$ cat config.mk
export PLATFORM = sky130hd
export DESIGN_NAME = seq_mult_hs
export DESIGN_NICKNAME = d
export VERILOG_FILES = /design/src/rtl/seq_mult_hs.sv
export SDC_FILE = /design/constraint.sdc
export NUM_CORES = 1
export LEC_CHECK = 0
export BUFFER_PORTS_ARGS = -buffer_cell sky130_fd_sc_hd__buf_2
export CAP_MARGIN = 10
export CORE_ASPECT_RATIO = 1.5
export CORE_MARGIN = 1
export CORE_UTILIZATION = 50
export DETAILED_ROUTE_END_ITERATION = 16
export PLACE_DENSITY = 0.7
export SLEW_MARGIN = 15
export SYNTH_ARGS = -nofsm -noshare
export SYNTH_HDL_FRONTEND = slang
export SYNTH_SLANG_ARGS = --single-unit
export TNS_END_PERCENT = 5
$ cat constraint.sdc
create_clock -name clk -period 3.3 [get_ports clk]
set_input_delay 0 -clock clk [delete_from_list [all_inputs] [get_ports clk]]
set_output_delay 0 -clock clk [all_outputs]
set_load 0.02 [all_outputs]
$ cat src/rtl/seq_mult_hs.sv
// Shift-add serial multiplier with start/busy/done handshake; one multiplier bit per clock.
// Optional macro SEQ_MULT_SIGNED_EN enables two's-complement operation selected by tc.
module seq_mult_hs #(
    parameter  int WIDTH = 8,
    localparam int CNT_W = $clog2(WIDTH + 1)
) (
    input  logic                 clk,
    input  logic                 rst,
    input  logic                 start,
    input  logic [WIDTH-1:0]     a,
    input  logic [WIDTH-1:0]     b,
    input  logic                 tc,
    output logic                 busy,
    output logic                 done,
    output logic [2*WIDTH-1:0]   prod
);

    localparam int PW = 2 * WIDTH;

    typedef enum logic [1:0] {
        S_IDLE = 2'd0,
        S_RUN  = 2'd1,
        S_DONE = 2'd2
    } state_t;

    state_t             r_state;
    state_t             w_state_nxt;
    logic [PW-1:0]      r_mcand;
    logic [PW-1:0]      r_acc;
    logic [PW-1:0]      r_prod;
    logic [WIDTH-1:0]   r_mplier;
    logic [CNT_W-1:0]   r_cnt;
    logic               r_busy;
    logic               r_done;

    logic               w_accept;
    logic               w_last;
    logic               w_neg_step;
    logic               w_busy_nxt;
    logic               w_done_nxt;
    logic [PW-1:0]      w_addend;
    logic [PW-1:0]      w_acc_nxt;
    logic [PW-1:0]      w_mcand_ld;

    assign w_accept = (r_state != S_RUN) && start;
    assign w_last   = (r_cnt == CNT_W'(WIDTH - 1));

`ifdef SEQ_MULT_SIGNED_EN
    logic r_tc;

    function automatic logic [PW-1:0] extend_operand(input logic [WIDTH-1:0] v, input logic sgn);
        if (sgn) begin
            return {{WIDTH{v[WIDTH-1]}}, v};
        end else begin
            return {{WIDTH{1'b0}}, v};
        end
    endfunction

    assign w_mcand_ld = extend_operand(a, tc);
    // Multiplier MSB carries negative weight in signed mode: subtract on the last step.
    assign w_neg_step = r_tc && w_last;

    // Captured signedness of the operation in flight.
    always_ff @(posedge clk) begin
        if (rst) begin
            r_tc <= 1'b0;
        end else if (w_accept) begin
            r_tc <= tc;
        end else begin
            r_tc <= r_tc;
        end
    end
`else
    logic w_unused_tc;
    assign w_unused_tc = tc;
    assign w_mcand_ld  = {{WIDTH{1'b0}}, a};
    assign w_neg_step  = 1'b0;
`endif

    // One shift-add iteration of the accumulator.
    always_comb begin
        w_addend  = r_mplier[0] ? r_mcand : {PW{1'b0}};
        w_acc_nxt = r_acc;
        if (w_neg_step) begin
            w_acc_nxt = r_acc - w_addend;
        end else begin
            w_acc_nxt = r_acc + w_addend;
        end
    end

    // FSM state register.
    always_ff @(posedge clk) begin
        if (rst) begin
            r_state <= S_IDLE;
        end else begin
            r_state <= w_state_nxt;
        end
    end

    // FSM next-state logic.
    always_comb begin
        w_state_nxt = r_state;
        case (r_state)
            S_IDLE: begin
                if (start) begin
                    w_state_nxt = S_RUN;
                end else begin
                    w_state_nxt = S_IDLE;
                end
            end
            S_RUN: begin
                if (w_last) begin
                    w_state_nxt = S_DONE;
                end else begin
                    w_state_nxt = S_RUN;
                end
            end
            S_DONE: begin
                if (start) begin
                    w_state_nxt = S_RUN;
                end else begin
                    w_state_nxt = S_IDLE;
                end
            end
            default: begin
                w_state_nxt = S_IDLE;
            end
        endcase
    end

    // FSM output decode, taken from the next state so busy/done can be registered.
    always_comb begin
        w_busy_nxt = 1'b0;
        w_done_nxt = 1'b0;
        case (w_state_nxt)
            S_RUN:   w_busy_nxt = 1'b1;
            S_DONE:  w_done_nxt = 1'b1;
            default: begin
                w_busy_nxt = 1'b0;
                w_done_nxt = 1'b0;
            end
        endcase
    end

    // Registered handshake outputs.
    always_ff @(posedge clk) begin
        if (rst) begin
            r_busy <= 1'b0;
            r_done <= 1'b0;
        end else begin
            r_busy <= w_busy_nxt;
            r_done <= w_done_nxt;
        end
    end

    // Operand capture, iteration datapath and result register.
    always_ff @(posedge clk) begin
        if (rst) begin
            r_mcand  <= {PW{1'b0}};
            r_mplier <= {WIDTH{1'b0}};
            r_acc    <= {PW{1'b0}};
            r_cnt    <= {CNT_W{1'b0}};
            r_prod   <= {PW{1'b0}};
        end else if (w_accept) begin
            r_mcand  <= w_mcand_ld;
            r_mplier <= b;
            r_acc    <= {PW{1'b0}};
            r_cnt    <= {CNT_W{1'b0}};
        end else if (r_state == S_RUN) begin
            r_mcand  <= r_mcand << 1;
            r_mplier <= r_mplier >> 1;
            r_acc    <= w_acc_nxt;
            r_cnt    <= r_cnt + CNT_W'(1);
            if (w_last) begin
                r_prod <= w_acc_nxt;
            end else begin
                r_prod <= r_prod;
            end
        end else begin
            r_mcand  <= r_mcand;
            r_mplier <= r_mplier;
            r_acc    <= r_acc;
            r_cnt    <= r_cnt;
            r_prod   <= r_prod;
        end
    end

    assign busy = r_busy;
    assign done = r_done;
    assign prod = r_prod;

endmodule
==> metrics <==
clock-pin slew on the worst setup and hold paths=0.07 ns; number of detailed-route iterations in the first pass=4; top fanout value on the critical path=17; Nets=452; cell taking the most area after synthesis=sky130_fd_sc_hd__dfxtp_1; post-CTS setup buffer count=0; antenna cell count=0; number of failing setup endpoints in the final timing report=0; Overall Power=1.635 mW; vias in the first global route=2521; total routing usage reported by global routing=22.33%; Leak=1.625 nW; largest vdd supply drop=0.0003012 V; final core occ=59.80%; final worst path period need=2.731 ns; Hold/Removal Path Class=primary input to register; outcome=finished clean; final-report max-slew violation count=0; data arrival at the endpoint of the critical path=3.02 ns; number of clock buffers inserted by TritonCTS=9; synth top area cells=sky130_fd_sc_hd__dfxtp_1, sky130_fd_sc_hd__nand2_1, sky130_fd_sc_hd__ha_1; number of H-tree levels=3; drt via density=5.551; most frequent cells in the layout=sky130_fd_sc_hd__nand2_1, sky130_fd_sc_hd__dfxtp_1, sky130_fd_sc_hd__a21oi_1; warning count from the yosys run=0; area of the mapped netlist=3301 um^2; number of antenna violations at the first check in global routing=0; flop-to-flop setup slack=0.57 ns; depth of the most critical reg-to-reg path=10; startpoint of the worst-slack reg-to-reg timing path=r_mplier[0]$_SDFFE_PP0P_; number of DRC markers in iteration 0=129; Worst setup EP type=register; endpoint of the worst-slack reg-to-reg timing path=prod[14]$_SDFFE_PP0P_; routed len/inst=14.09 um; RSZ-0062 raised after global routing=no; clock root cell=sky130_fd_sc_hd__clkbuf_8; total number of vias=2742; Pwr per Cell Area=436.7 nW/um^2; syn avg cell area=8.595 um^2; Num Clock Sinks=64; # DRC=0; Syn-to-layout area delta=13.46%; part of the Yosys area used for sequential elements=38.82%; proportion of netlist area held by the largest area contributor=38.82%; maximum number of pins on one net before global-route repair=37; die outline area=6937 um^2; EDFF count, synth=0; fraction of the cycle the final worst path needs=82.75%; Relative slew margins=46.41%; count of input and output buffers=36; synthesized instance count=384; critical path start-end classification=register to register; critical path startpoint category=register; global route total overflow=0; CTS-repair resized insts=0; TritonCTS clock tree=yes; starting density of the core=52.71%; asr flop ratio synth=0%; CP endpoint=prod[14]$_SDFFE_PP0P_; syn_nets=421; commonest register cell after synthesis=sky130_fd_sc_hd__dfxtp_1; fraction of layout cells with a size suffix above 1=15.95%; Bufs on Longest Clock Path=2; placed wire-length estimate after detailed placement=4712 um; wire length of the first global-routing pass=11610 um; die span in x=68.34 um; Worst Setup SP=r_mplier[0]$_SDFFE_PP0P_; die height=101.5 um; ANT nets after route=0; Top-Level Pins=38; setup tns final=0 ns; clock insertion delay at the later pin of the skew report=0.34 ns; hold bufs inserted after CTS=3; CORE AREA=6262 um^2; worst-margin pin slew=0.8010 ns; number of distinct library cells after synthesis=50; Final Hold Vio Count=0; standard-cell rows=35; upper clock frequency limit=0.3662 GHz; wire length reported by the detailed router=6958 um; final weighted congestion of routability-driven global placement=0.8440; Yosys reg bits=64; CP Data Required Time=3.59 ns; max_cap viols=0; worst setup skew after layout=0.005858 ns
report_power, final:
part           switching, mW  internal (mW)  leakage (nW)
combinational         0.0869         0.0532          1.00
sequential            0.0188          0.796         0.520
clock                  0.292          0.388         0.103
total                  0.398           1.24          1.62
cell usage after synthesis (all sizes together), types with 2 or more instances:
library cell	instances
dfxtp	64
nand2	64
a21oi	39
nor2	30
clkbuf	20
a211oi	17
mux2i	17
ha	16
and2	15
xnor2	9
a21o	8
nor3	7
buf	6
o21ai	6
xor2	6
nand3b	5
a211o	4
inv	4
nand2b	4
nor4b	4
a31oi	3
and3	3
nand3	3
nand4	3
nor3b	3
o211ai	3
a221oi	2
nor2b	2
nor4	2
o21bai	2
o221ai	2
or2	2
through the flow:
step                      area, um^2  hold slack, ns  instances  worst slack [ns]
final                           3745        0.007002        494            0.5692
after CTS                       3725       0.0006575        492            0.5442
after global placement          3496          0.2869        473            0.5767
after global routing            3745       0.0001874        494            0.3831
after floorplan                 3301          0.1953        384            0.7822
after detailed placement        3496          0.3046        473            0.5893
final cells by class:
| type | instances | area [um^2] |
|---|---|---|
| Fill cell | 596 | 2517 |
| Multi-Input combinational cell | 290 | 1889 |
| Sequential cell | 64 | 1281 |
| Timing Repair Buffer | 46 | 267.8 |
| Clock buffer | 13 | 158.9 |
| Tap cell | 74 | 92.59 |
| Clock inverter | 3 | 40.04 |
| Inverter | 4 | 15.01 |
per-layer routing:
layer  vias to the layer above  share of wire (%)  GRT usage, %
met5                         -                  0             0
met4                         0                1.7         9.135
met3                        10                4.7         5.631
met2                        63                 48         35.44
met1                      1257                 45         28.27
li1                       1412                  -             -
state kept, by name, indices dropped and copies added (netlist names):
register	count
busy	1
done	1
prod	16
r_acc	16
r_cnt	4
r_mcand	16
r_mplier	8
r_state	2
critical path, cell delays in order, from the launching register on:
cell	delay (ns)
sky130_fd_sc_hd__dfxtp_1	0.46
sky130_fd_sc_hd__and2_1	0.24
sky130_fd_sc_hd__ha_1	0.21
sky130_fd_sc_hd__fa_1	0.42
sky130_fd_sc_hd__a21o_1	0.23
sky130_fd_sc_hd__a221oi_2	0.23
sky130_fd_sc_hd__buf_4	0.19
sky130_fd_sc_hd__o211ai_2	0.11
sky130_fd_sc_hd__a31oi_1	0.25
sky130_fd_sc_hd__mux2i_1	0.23
sky130_fd_sc_hd__a21o_1	0.13
worst min-delay path by stage:
stage | start | end | cells after the start
finish | b[1] | r_mplier[1]$_SDFFE_PP0P_ | 3
detailed placement | b[7] | r_mplier[7]$_SDFFE_PP0P_ | 3
global route | b[1] | r_mplier[1]$_SDFFE_PP0P_ | 3
floorplan | b[7] | r_mplier[7]$_SDFFE_PP0P_ | 2
global placement | a[0] | r_mcand[0]$_SDFFE_PP0P_ | 3
CTS | a[3] | r_mcand[3]$_SDFFE_PP0P_ | 3
logic make-up (layout without fill, tap and decap cells):
kind of cell | count (synthesis) | count (layout) | synth area share (%)
compound gates | 94 | 94 | 19.86
xor+xnor | 15 | 15 | 3.980
buf+inv | 30 | 66 | 4.094
mux | 17 | 17 | 5.155
simple gates | 147 | 147 | 21.42
fa+ha+maj | 17 | 17 | 6.672
flops | 64 | 64 | 38.82
(Power assumes the default switching activity.)
